$ cat config.mk
export PLATFORM = sky130hd
export DESIGN_NAME = pipe_ctrl
export DESIGN_NICKNAME = d
export VERILOG_FILES = /design/src/rtl/pipe_ctrl_pkg.sv /design/src/rtl/pipe_ctrl_hazard_detect.sv /design/src/rtl/pipe_ctrl.sv
export SDC_FILE = /design/constraint.sdc
export NUM_CORES = 1
export LEC_CHECK = 0
export BUFFER_PORTS_ARGS = -buffer_cell sky130_fd_sc_hd__buf_2
export CELL_PAD_IN_SITES_DETAIL_PLACEMENT = 0
export CELL_PAD_IN_SITES_GLOBAL_PLACEMENT = 1
export CORE_ASPECT_RATIO = 1.4
export CORE_MARGIN = 10
export CORE_UTILIZATION = 17
export DETAILED_ROUTE_END_ITERATION = 7
export HOLD_SLACK_MARGIN = 0.03
export PLACE_DENSITY_LB_ADDON = 0.1
export SLEW_MARGIN = 20
export SYNTH_ARGS = -nofsm -noshare
export SYNTH_HDL_FRONTEND = slang
export SYNTH_HIERARCHICAL = 1
export SYNTH_SLANG_ARGS = --single-unit
$ cat constraint.sdc
create_clock -name clk -period 1.95 [get_ports clk]
set_input_delay 0.0975 -clock clk [delete_from_list [all_inputs] [get_ports clk]]
set_output_delay 0.0975 -clock clk [all_outputs]
set_load 0.03 [all_outputs]
$ cat src/rtl/pipe_ctrl_pkg.sv
// Shared types and constants for the pipeline stall/flush controller.
package pipe_ctrl_pkg;

   localparam int CTRL_STATE_W = 2;

   typedef enum logic [CTRL_STATE_W-1:0] {
      CTRL_IDLE     = 2'd0,
      CTRL_MEM_REQ  = 2'd1,
      CTRL_MEM_WAIT = 2'd2,
      CTRL_DIV_BUSY = 2'd3
   } ctrl_state_t;

   localparam logic [31:0] ZERO_WORD = 32'h0000_0000;

endpackage

$ cat src/rtl/pipe_ctrl_hazard_detect.sv
// Combinational load-use comparator: a load in EX whose destination is read
// by the instruction in ID. Shared with the forwarding unit.
module pipe_ctrl_hazard_detect #(
   parameter int REG_ADDR_W = 5
) (
   input  logic                  ex_rmem,
   input  logic [REG_ADDR_W-1:0] ex_rd_addr,
   input  logic [REG_ADDR_W-1:0] id_rs1_addr,
   input  logic [REG_ADDR_W-1:0] id_rs2_addr,
   input  logic                  id_rs1_ren,
   input  logic                  id_rs2_ren,
   output logic                  load_use
);

   // x0 is never a real dependency, so it never stalls.
   assign load_use = ex_rmem && (ex_rd_addr != '0) &&
                     ((id_rs1_ren && (id_rs1_addr == ex_rd_addr)) ||
                      (id_rs2_ren && (id_rs2_addr == ex_rd_addr)));

endmodule

$ cat src/rtl/pipe_ctrl.sv
// Central stall/flush controller for the 5-stage core. Sequences the data-bus
// request of the MEM instruction, holds the front end for the iterative
// divider, and resolves load-use hazards and EX jumps.
// Optional performance counters are built when PIPE_PERF_CNT_EN is defined.
//
// state         | meaning
// --------------+-----------------------------------------------------------
// CTRL_IDLE     | no multi-cycle event; a new bus request may issue here
// CTRL_MEM_REQ  | bus request raised, waiting for dbus_gnt
// CTRL_MEM_WAIT | load granted, waiting for dbus_rvalid
// CTRL_DIV_BUSY | divider running, front end held, bubbles into MEM
module pipe_ctrl
   import pipe_ctrl_pkg::*;
#(
   parameter int REG_ADDR_W = 5,
   parameter int CNT_W      = 32
) (
   input  logic                    clk,
   input  logic                    rstn,
   input  logic                    EX_jump,
   input  logic [31:0]             EX_jump_addr,
   input  logic                    EX_rmem,
   input  logic [REG_ADDR_W-1:0]   EX_rd_addr,
   input  logic [REG_ADDR_W-1:0]   ID_rs1_addr,
   input  logic [REG_ADDR_W-1:0]   ID_rs2_addr,
   input  logic                    ID_rs1_ren,
   input  logic                    ID_rs2_ren,
   input  logic                    EX_div_start,
   input  logic                    div_done,
   input  logic                    MEM_rmem,
   input  logic                    MEM_wmem,
   input  logic                    dbus_gnt,
   input  logic                    dbus_rvalid,
   output logic                    dbus_req,
   output logic                    jump_o,
   output logic [31:0]             jump_addr_o,
   output logic                    pc_hold,
   output logic                    IF_ID_hold,
   output logic                    ID_EX_hold,
   output logic                    EX_MEM_hold,
   output logic                    IF_ID_flush,
   output logic                    ID_EX_flush,
   output logic                    EX_MEM_flush,
   output logic                    MEM_WB_flush,
   output logic [CTRL_STATE_W-1:0] ctrl_state,
   output logic [CNT_W-1:0]        stall_cnt,
   output logic [CNT_W-1:0]        flush_cnt
);

   ctrl_state_t state, state_nxt;
   logic        mem_op;
   logic        mem_stall;
   logic        div_stall;
   logic        load_use;

   assign mem_op     = MEM_rmem | MEM_wmem;
   assign ctrl_state = state;

   pipe_ctrl_hazard_detect #(
      .REG_ADDR_W (REG_ADDR_W)
   ) u_hazard_detect (
      .ex_rmem     (EX_rmem),
      .ex_rd_addr  (EX_rd_addr),
      .id_rs1_addr (ID_rs1_addr),
      .id_rs2_addr (ID_rs2_addr),
      .id_rs1_ren  (ID_rs1_ren),
      .id_rs2_ren  (ID_rs2_ren),
      .load_use    (load_use)
   );

   // State register.
   always_ff @(posedge clk or negedge rstn) begin
      if (!rstn) state <= CTRL_IDLE;
      else       state <= state_nxt;
   end

   // Next state and all hold/flush/request outputs. Everything is gated by
   // rstn so the outputs drop the instant reset asserts, not at the next edge.
   always_comb begin
      state_nxt    = state;
      mem_stall    = 1'b0;
      div_stall    = 1'b0;
      dbus_req     = 1'b0;
      jump_o       = 1'b0;
      jump_addr_o  = ZERO_WORD;
      pc_hold      = 1'b0;
      IF_ID_hold   = 1'b0;
      ID_EX_hold   = 1'b0;
      EX_MEM_hold  = 1'b0;
      IF_ID_flush  = 1'b0;
      ID_EX_flush  = 1'b0;
      EX_MEM_flush = 1'b0;
      MEM_WB_flush = 1'b0;
      if (rstn) begin
         // A MEM instruction with MEM_rmem clear is treated as a store; it is
         // frozen in MEM while pending, so the type stays valid across states.
         unique case (state)
            CTRL_IDLE: begin
               if (mem_op) begin
                  dbus_req = 1'b1;
                  if (!(dbus_gnt && !MEM_rmem)) begin
                     mem_stall = 1'b1;
                     state_nxt = dbus_gnt ? CTRL_MEM_WAIT : CTRL_MEM_REQ;
                  end
               end else if (EX_div_start) begin
                  state_nxt = CTRL_DIV_BUSY;
               end
            end
            CTRL_MEM_REQ: begin
               dbus_req  = 1'b1;
               mem_stall = !(dbus_gnt && !MEM_rmem);
               if (dbus_gnt) state_nxt = MEM_rmem ? CTRL_MEM_WAIT : CTRL_IDLE;
            end
            CTRL_MEM_WAIT: begin
               if (dbus_rvalid) state_nxt = CTRL_IDLE;
               else             mem_stall = 1'b1;
            end
            CTRL_DIV_BUSY: begin
               if (div_done) state_nxt = CTRL_IDLE;
               else          div_stall = 1'b1;
            end
            default: state_nxt = CTRL_IDLE;
         endcase

         if (mem_stall) begin
            pc_hold      = 1'b1;
            IF_ID_hold   = 1'b1;
            ID_EX_hold   = 1'b1;
            EX_MEM_hold  = 1'b1;
            MEM_WB_flush = 1'b1;
         end else if (div_stall) begin
            pc_hold      = 1'b1;
            IF_ID_hold   = 1'b1;
            ID_EX_hold   = 1'b1;
            EX_MEM_flush = 1'b1;
         end else if (state != CTRL_DIV_BUSY) begin
            // Also taken on a memory completion cycle: the pipeline advances
            // then, so a jump or hazard in EX must not be lost.
            if (EX_jump) begin
               jump_o      = 1'b1;
               jump_addr_o = EX_jump_addr;
               IF_ID_flush = 1'b1;
               ID_EX_flush = 1'b1;
            end else if (load_use) begin
               pc_hold     = 1'b1;
               IF_ID_hold  = 1'b1;
               ID_EX_flush = 1'b1;
            end
         end
      end
   end

`ifdef PIPE_PERF_CNT_EN
   // Saturating counts of front-end stall cycles and front-end flush cycles.
   always_ff @(posedge clk or negedge rstn) begin
      if (!rstn) begin
         stall_cnt <= '0;
         flush_cnt <= '0;
      end else begin
         if (pc_hold && (stall_cnt != '1))     stall_cnt <= stall_cnt + CNT_W'(1);
         if (IF_ID_flush && (flush_cnt != '1)) flush_cnt <= flush_cnt + CNT_W'(1);
      end
   end
`else
   assign stall_cnt = '0;
   assign flush_cnt = '0;
`endif

endmodule

==> results of run 1 <==
## cell families after synthesis
kind of cell           after synthesis  share of synthesized area
other                                1                    0.00332
XOR/XNOR                            10                     0.0774
buffers and inverters               74                      0.485
multiplexers                         3                     0.0288
flip-flops                           2                     0.0442
AO/OA/AOI/OAI                       11                     0.0608
AND/OR/NAND/NOR                     56                      0.301
## path summary, 6_finish.rpt
path	startpoint	to	slack [ns]	cells after the start
max	ctrl_state[0]$_DFFE_PN0P_	jump_addr_o[8]	0.11	7
min	rstn	ctrl_state[0]$_DFFE_PN0P_	0.24	2
max reg2reg	ctrl_state[1]$_DFFE_PN0P_	ctrl_state[1]$_DFFE_PN0P_	0.33	4
min reg2reg	ctrl_state[1]$_DFFE_PN0P_	ctrl_state[1]$_DFFE_PN0P_	0.56	1
max in group asynchronous	rstn	ctrl_state[1]$_DFFE_PN0P_	1.55	2
min in group clk	dbus_gnt	ctrl_state[1]$_DFFE_PN0P_	0.42	4
## layout make-up
cell class              count  area [sq um]  area share
multi-input cells         144           786       0.486
repair buffers            110           639       0.395
well taps                  74          92.6      0.0572
flip-flops and latches      2          51.3      0.0317
clock buffers               3          41.3      0.0255
inverters                   2          7.51     0.00464
## per-stage QoR
| step | hold slack (ns) | setup TNS (ns) | instances | worst slack [ns] |
|---|---|---|---|---|
| 2_1_floorplan | -0.198 | 0 | 220 | 0.117 |
| 3_3_place_gp | -0.0752 | 0 | 327 | 0.231 |
| 3_5_place_dp | -0.0777 | 0 | 327 | 0.232 |
| 4_1_cts | 0.233 | 0 | 331 | 0.0883 |
| 5_1_grt | 0.255 | -0.0117 | 335 | -0.00966 |
| 6_report | 0.241 | 0 | 335 | 0.107 |
## routing by layer
metal,global-route usage,up-vias,wire length [microns]
met5,0,-,0
met4,0.0170,0,28
met1,0.0625,510,1330
met2,0.145,81,2740
li1,-,578,-
met3,0.0300,2,687
## layout by cell type (no fill, tap or decap), drive strengths merged, types with 2 or more instances in the layout
cell type | synthesis | final
buf | 70 | 100
conb | 1 | 64
and2 | 32 | 32
clkbuf | 2 | 12
xor2 | 8 | 8
nor3 | 6 | 6
nor2 | 5 | 5
a21oi | 4 | 4
o21ai | 3 | 3
inv | 2 | 2
nor3b | 2 | 2
nor2b | 2 | 2
mux2 | 2 | 2
xnor2 | 2 | 2
nand3 | 2 | 2
nand2 | 2 | 2
dfrtp | 2 | 2
nor4 | 2 | 2
## worst max-delay path: stages, from the launching register on
cell	delay (ns)
dfrtp_1	0.37
o21bai_1	0.22
a22oi_2	0.12
nor3_4	0.23
buf_12	0.14
buf_12	0.12
and2_1	0.12
buf_2	0.20
## where the power goes
group / total, W / switching, W / internal [W]
registers: 0.0000840 / 0.0000207 / 0.0000633
logic: 0.000980 / 0.000663 / 0.000318
clock network: 0.000159 / 0.0000286 / 0.000130
## repair_timing
item / 4_1_cts / 5_1_grt
endpoints found under the setup margin: 0 / 32
resized for setup: 0 / 13
buffers inserted: 0 / 2
hold buffers: 1 / 0
hold endpoints to repair: 2 / 0
==> results.md, run 1 <==
* Seq/Total Area, Yosys at 0.0442
* Worst ir drop on vdd at 509 uV
* MaxCap Viol Count at 0
* First-pass GRT wire length at 5.91 mm
* CTS sink cnt at 2
* Routability congestion estimate at 0.786
* Drt first pass iters at 4
* Htree depth at 1
* Synth-to-layout area growth at 43.0%
* Synth Flop Type: dfrtp_1
* Worst hold-check path type: in -> async
* Synth Instances at 157
* Final Cell Area at 0.00162 sq mm
* Number of flip-flops in the largest register at 2
* Crit share post-route at 0.945
* Post-route DRC at 0
* DR iter-0 viols at 13
* Pwr Total at 0.00122 W
* Synth cell types at 31
* Final Util at 0.248
* Final #Nets at 322
* Dpl cell area at 0.00147 sq mm
* Worst Path Arrival at 1.75 ns
* Worst skew pair latency at 0.21 ns
* # diodes at 0
* Io pins at 167
* Vias in the first global route at 1,190
* Clk_skew at 0.000865 ns
* WP data required at 1.85 ns
* # rows at 35
* Post-Route WL at 4.79 mm
* Top cells by count, synth: 67 x buf_4, 32 x and2_1, 8 x xor2_1
* Synthesized cell area at 0.00113 sq mm
* Power Dens Cells at 756 mW/mm^2
* Final hold viol count at 0
* Leak at 0.992 nW
* Post-synth top area share at 0.445
* Post-synth top area cell: buf_4
* Synth top area cells: buf_4 44%, and2_1 18%, xor2_1 6.2%, dfrtp_1 4.4%, nor3_1 2.2%
* Outcome: completed
* Yosys reg bits at 2
* DIE HEIGHT at 117 microns
* Startpoint types: flip-flop
* Period minus WS final at 1.84 ns
* CTS tree: built
* DR WL/cell at 14.3 microns
* Initial Util at 0.173
* Longest Clk Path Bufs at 2
* Final Max Slew Viols at 0
* Layout cells sized above 1 at 0.452
* Ys Warns at 6
* Initial antenna violation count at 0
* DR vias at 1,171
* Core Area at 0.00653 sq mm
* Fillers at 770
* Setup violators final at 0
* Port buffer count at 102
* Syn Area/Cell at 7.20 sq um
* Post-synth ARST share at 1.00
* Clk slew on worst S/H paths at 0.03 ns
* Grt total ovfl at 0
* Die W at 88.9 microns
* Number of synthesized flops with an enable pin at 0
* Dominant cell by count in the synthesized netlist: buf_4
* Highest clock rate at 0.543 GHz
* Final ANT Viol Nets at 0
* Clock root cell: clkbuf_8
* Hpwl dp at 4.22 mm
* Largest net degree at the start of global routing at 35
* Die ar. at 0.0104 sq mm
* Highest net fanout along the worst path at 17
* CP Capture Type: primary output
* Crit Path Category: reg -> out
* Cts bufs inserted at 3
* Via density per instance at 3.50
* Total global-route track usage at 0.0721
Note: power is estimated with default switching activity, not from simulation.
==> inputs of run 2 (changes only) <==
- PLACE_DENSITY: default -> 0.84
- PLACE_DENSITY_LB_ADDON: 0.1 -> default
==> run 2 against run 1 <==
  * Cell count is 0.30% lower
  * Wire length is 2.9% lower
  * Cell area is 0.62% lower
  * Clock skew is 0.00059 ns lower
  * Combinational power is 2% lower
  * Fmax is 0.23% lower
  * Power hardly changed
  * Setup slack worse by 0.0042 ns
  * Highest routed layer is now met5
==> results.md, run 2 (synthesis gave the netlist of run 1 again) <==
* WHS at 0.234 ns
* Post-route DRC at 0
* Final Cell Area at 0.00161 sq mm
* # rows at 35
* Leak at 0.987 nW
* MaxCap Viol Count at 0
* Dpl cell area at 0.00147 sq mm
* Endpoint of the most critical register-to-register path: ctrl_state[1]$_DFFE_PN0P_
* Clk_skew at 0.000279 ns
* Clk pwr share at 0.136
* CTS sink cnt at 2
* Crit path buf inv count at 3
* Power Dens Cells at 760 mW/mm^2
* Largest net degree at the start of global routing at 35
* Startpoint types: flip-flop
* Outcome: completed
* Final Max Slew Viols at 0
* Worst path cell trace: nor2_2 > a22oi_2 > nor3_4 > buf_12 > buf_12 > and2_1 > buf_2
* CP top delay family: simple AND/OR/NAND/NOR gates
* Highest clock rate at 0.541 GHz
* Hpwl dp at 4.05 mm
* Total global-route track usage at 0.0668
* Cts bufs inserted at 3
* Final ANT Viol Nets at 0
* Max stage delay cell, worst path: dfrtp_2
* Crit share post-route at 0.947
* Synth-to-layout area growth at 42.1%
* Final #Nets at 321
* Seq pwr share at 0.075
* Initial Util at 0.173
* DR WL/cell at 13.9 microns
* Io pins at 167
* # diodes at 0
* Grt total ovfl at 0
* Combinational cell fraction of total power at 0.789
* Die ar. at 0.0104 sq mm
* First-pass GRT wire length at 5.53 mm
* Worst Path Arrival at 1.75 ns
* Highest net fanout along the worst path at 17
* Internal at 0.000498 W
* Via density per instance at 3.60
* Cell mode on critical path: buf_12
* Layout cells sized above 1 at 0.446
* Clk slew on worst S/H paths at 0.03 ns
* Port buffer count at 102
* DR iter-0 viols at 23
* Most common cell after layout, fill and taps aside: buf_2
* CTS tree: built
* Number of flip-flops in the largest register at 2
* DR vias at 1,202
* Clock root cell: clkbuf_8
* Most frequent cells in the layout: 94 x buf_2, 64 x conb_1, 32 x and2_1
* Setup slack after layout at 0.103 ns
* Worst R2R Setup Slack at 0.29 ns
* WP data required at 1.85 ns
* Setup violators final at 0
* Core Area at 0.00653 sq mm
* DIE HEIGHT at 117 microns
* Period minus WS final at 1.85 ns
* DP Worst Slack at 0.185 ns
* Final hold viol count at 0
* Longest Clk Path Bufs at 2
* Htree depth at 1
* Routability congestion estimate at 0.726
* Die W at 88.9 microns
* R2R depth at 4
* Initial antenna violation count at 1
* Drt first pass iters at 2
* Switching pwr at 0.000724 W
* Net Sw Frac at 0.592
* CP peak stage delay at 0.45 ns
* Worst ir drop on vdd at 439 uV
* Post-Route WL at 4.65 mm
* Worst hold-check path type: in -> async
* Worst skew pair latency at 0.21 ns
* Crit Path Category: reg -> out
* Vias in the first global route at 1,160
* FF-to-FF Start: ctrl_state[1]$_DFFE_PN0P_
* CP Capture Type: primary output
-- run 2: changes by cell type in the layout (fill, tap and decap cells not counted), sizes merged --
cell / before / now
buf: 100 / 99
-- run 2: power groups by stage --
stage                     clock [W]  sequential [W]  combinational (W)
final                      0.000167       0.0000915           0.000964
after global routing       0.000172       0.0000952            0.00104
after CTS                  0.000172       0.0000856           0.000908
after detailed placement          0       0.0000861           0.000905
after global placement            0       0.0000840           0.000899
after floorplan                   0        0.000117           0.000756
-- run 2: per-layer routing --
layer,global-route usage,share of wire,routed length (microns),up-vias
met4,0.0160,0.011,52,2
met5,0,0.0028,13,-
li1,-,-,-,578
met1,0.0649,0.32,1470,511
met3,0.0363,0.19,865,6
met2,0.120,0.48,2240,105
-- run 2: cell type report --
cell class / instances / area (sq um)
Clock buffer: 3 / 41.3
Fill cell: 746 / 4920
Inverter: 2 / 7.51
Sequential cell: 2 / 51.3
Timing Repair Buffer: 109 / 632
Multi-Input combinational cell: 144 / 783
Tap cell: 74 / 92.6
-- run 2: timing repair --
action	CTS	global route
resized for setup	0	12
hold endpoints to repair	2	0
setup buffers	0	1
setup endpoints to repair	0	32
hold buffers	1	0
-- run 2: worst max-delay path by stage --
stage / from / cells past startpoint / endpoint
after global routing: rstn / 8 / jump_addr_o[31]
after CTS: ctrl_state[1]$_DFFE_PN0P_ / 6 / jump_addr_o[27]
after detailed placement: EX_rd_addr[1] / 8 / IF_ID_hold
final: ctrl_state[1]$_DFFE_PN0P_ / 7 / jump_addr_o[31]
after global placement: EX_rd_addr[1] / 8 / IF_ID_hold
after floorplan: ctrl_state[0]$_DFFE_PN0P_ / 5 / pc_hold
-- run 2: metrics by stage --
step / total power [W] / cells / setup TNS (ns) / utilization
finish: 0.00122 / 334 / 0 / 0.246
detailed placement: 0.000991 / 327 / 0 / 0.225
CTS: 0.00117 / 331 / 0 / 0.232
global route: 0.00131 / 334 / -0.133 / 0.246
floorplan: 0.000873 / 220 / 0 / -
global placement: 0.000983 / 327 / 0 / 0.225
==> inputs of run 3 (changes only) <==
- ABC_AREA: default -> 1
- CORE_MARGIN: 10 -> default
- CORE_UTILIZATION: 17 -> 20
- PLACE_DENSITY: 0.84 -> 0.87
==> run 3 against run 2 <==
  * Global-route usage is 1.5 points higher
  * Power is 18% higher
  * Cell area is 12% higher
  * Register-to-register slack better by 0.39 ns
  * Die area is 27% lower
  * Wire length is 23% lower
  * Cell count is 35% higher
  * Critical endpoint is now jump_addr_o[11]
  * Largest cell class unchanged
==> results.md, run 3 <==
* Initial antenna violation count at 0
* R2R depth at 7
* Grt total ovfl at 0
* Clk slew on worst S/H paths at 0.03 ns
* Yosys reg bits at 2
* Number of flip-flops in the largest register at 2
* Max stage delay cell, worst path: dlygate4sd3_1
* DR iter-0 viols at 35
* Port buffer count at 102
* Post-route DRC at 0
* Net Sw Frac at 0.657
* Top cells by count, synth: 67 x buf_4, 47 x nor2_1, 43 x nand2_1
* Synth cell types at 21
* Die W at 73.9 microns
* Worst Path Arrival at 1.69 ns
* MaxCap Viol Count at 0
* CP peak stage delay at 0.53 ns
* Startpoint types: primary input
* Synthesized cell area at 0.00145 sq mm
* Largest net degree at the start of global routing at 34
* Switching pwr at 0.000948 W
* Worst ir drop on vdd at 416 uV
* Crit share post-route at 0.918
* Highest net fanout along the worst path at 33
* Die ar. at 0.00759 sq mm
* Layout cells sized above 1 at 0.343
* CTS sink cnt at 2
* WP data required at 1.85 ns
* Syn Area/Cell at 5.53 sq um
* Seq pwr share at 0.082
* First-pass GRT wire length at 4.91 mm
* Final hold viol count at 0
* Final ANT Viol Nets at 0
* Synth-to-layout area growth at 24.3%
* Total global-route track usage at 0.0819
* Longest Clk Path Bufs at 2
* DR WL/cell at 7.97 microns
* Power Dens Cells at 802 mW/mm^2
* Post-synth ARST share at 1.00
* Routability congestion estimate at 0.781
* Final Max Slew Viols at 0
* Period minus WS final at 1.79 ns
* Hpwl dp at 3.01 mm
* Internal at 0.000494 W
* Cell mode on critical path: buf_2
* Final #Nets at 417
* DP Worst Slack at 0.360 ns
* Most common cell after layout, fill and taps aside: buf_2
* Worst path cell trace: dlygate4sd3_1 > buf_2 > inv_1 > nor2_4 > buf_12 > nand3_1 > nor2_1 > buf_2
* CP Capture Type: primary output
* Leak at 1.17 nW
* Vias in the first global route at 1,224
* Via density per instance at 3.76
* DR vias at 1,696
* Clk pwr share at 0.114
* # rows at 36
* Number of synthesized flops with an enable pin at 0
* Worst hold-check path type: in -> async
* Post CTS Setup Buffer Count at 0
* Highest clock rate at 0.559 GHz
* Outcome: completed
* Synth Instances at 262
* RSZ-0062 raised after global routing: false
* Most frequent cells in the layout: 102 x buf_2, 64 x conb_1, 47 x nor2_1
* Ys Warns at 6
* Crit Path Category: in -> out
* Post-synth top area share at 0.347
* Clock root cell: clkbuf_8
* Setup slack after layout at 0.161 ns
* Setup_tns at 0 ns
* # diodes at 0
* Endpoint of the most critical register-to-register path: ctrl_state[0]$_DFFE_PN0P_
* Drt first pass iters at 4
* Synth top area cells: buf_4 35%, nand3_1 14%, nor2_1 12%, nand2_1 11%, inv_1 6.5%
* Post-synth top area cell: buf_4
* Initial Util at 0.207
* CTS tree: built
* CP top delay family: buffers and inverters
* Htree depth at 1
* FF-to-FF Start: ctrl_state[1]$_DFFE_PN0P_
* Seq/Total Area, Yosys at 0.0346
* Dominant cell by count in the synthesized netlist: buf_4
* Worst skew pair latency at 0.21 ns
* Combinational cell fraction of total power at 0.804
* Core Area at 0.00698 sq mm
* Crit path buf inv count at 5
* Synth Flop Type: dfrtp_1
* Post-Route WL at 3.60 mm
* DIE HEIGHT at 103 microns
* Cts bufs inserted at 3
* Clk_skew at 0.000405 ns
* Setup violators final at 0
* Io pins at 167
* Worst R2R Setup Slack at 0.68 ns
[run 3: cell types whose count changed after synthesis, sizes merged, moves of 4 or more]
cell	before	now
and2	32	0
o21ai	3	7
buf	70	77
nand2	2	47
nand3	2	42
nor3	6	1
nor2	5	50
inv	2	29
xor2	8	0
[run 3: how the worst max path moves through the flow]
| stage | startpoint | end | cells past startpoint | slack (ns) |
|---|---|---|---|---|
| 5_1_grt | rstn | jump_addr_o[11] | 8 | 0.07 |
| 3_5_place_dp | EX_rd_addr[2] | pc_hold | 13 | 0.36 |
| 2_1_floorplan | ctrl_state[1]$_DFFE_PN0P_ | jump_o | 8 | 0.01 |
| 3_3_place_gp | EX_rd_addr[4] | IF_ID_hold | 14 | 0.39 |
| 6_report | rstn | jump_addr_o[11] | 8 | 0.16 |
| 4_1_cts | rstn | jump_addr_o[11] | 8 | 0.15 |
[run 3: per-layer routing]
metal / vias up / part of all wire / track usage
li1: 861 / - / -
met2: 114 / 0.52 / 0.176
met1: 721 / 0.37 / 0.0744
met4: 0 / 0 / 0.0222
met5: - / 0 / 0
met3: 0 / 0.11 / 0.0137
[run 3: logic make-up (layout without fill, tap and decap cells)]
kind of cell,count (synthesis),after routing,share of synthesized area
simple gates,142,142,0.428
buf+inv,107,138,0.490
compound gates,10,10,0.0449
flops,2,2,0.0346
other cells,1,64,0.00259
[run 3: per-stage QoR]
step | hold WS (ns) | utilization | area [sq um] | power (W) | instances
floorplan | -0.198 | - | 1680 | 0.00119 | 325
global placement | -0.0896 | 0.250 | 1750 | 0.00128 | 447
detailed placement | -0.0901 | 0.250 | 1750 | 0.00128 | 447
CTS | 0.233 | 0.258 | 1800 | 0.00146 | 451
global route | 0.237 | 0.258 | 1800 | 0.00158 | 451
finish | 0.241 | 0.258 | 1800 | 0.00144 | 451
[run 3: final cells by class]
cell class / count / area [sq um]
fillers: 815 / 5180
multi-input cells: 216 / 925
flip-flops and latches: 2 / 50.0
repair buffers: 106 / 556
inverters: 29 / 109
well taps: 95 / 119
clock buffers: 3 / 41.3
[run 3: power by group through the flow]
stage	clock network (W)	registers (W)	logic (W)
detailed placement	0	0.000118	0.00116
floorplan	0	0.000130	0.00106
CTS	0.000170	0.000119	0.00117
global route	0.000177	0.000124	0.00128
global placement	0	0.000116	0.00116
finish	0.000165	0.000118	0.00116
[run 3: timing repair]
| item | CTS | global route |
|---|---|---|
| hold buffers | 1 | 0 |
| endpoints found under the hold margin | 2 | 0 |
| resized for setup | 0 | 0 |
[run 3: worst register-to-register path, cell delays in order, from the launching register on]
cell,delay [ns]
dfrtp_1,0.52
inv_1,0.12
nand3_1,0.08
nand2_1,0.05
nor2_1,0.17
nand2_1,0.10
nand2_1,0.07
nand2_1,0.05
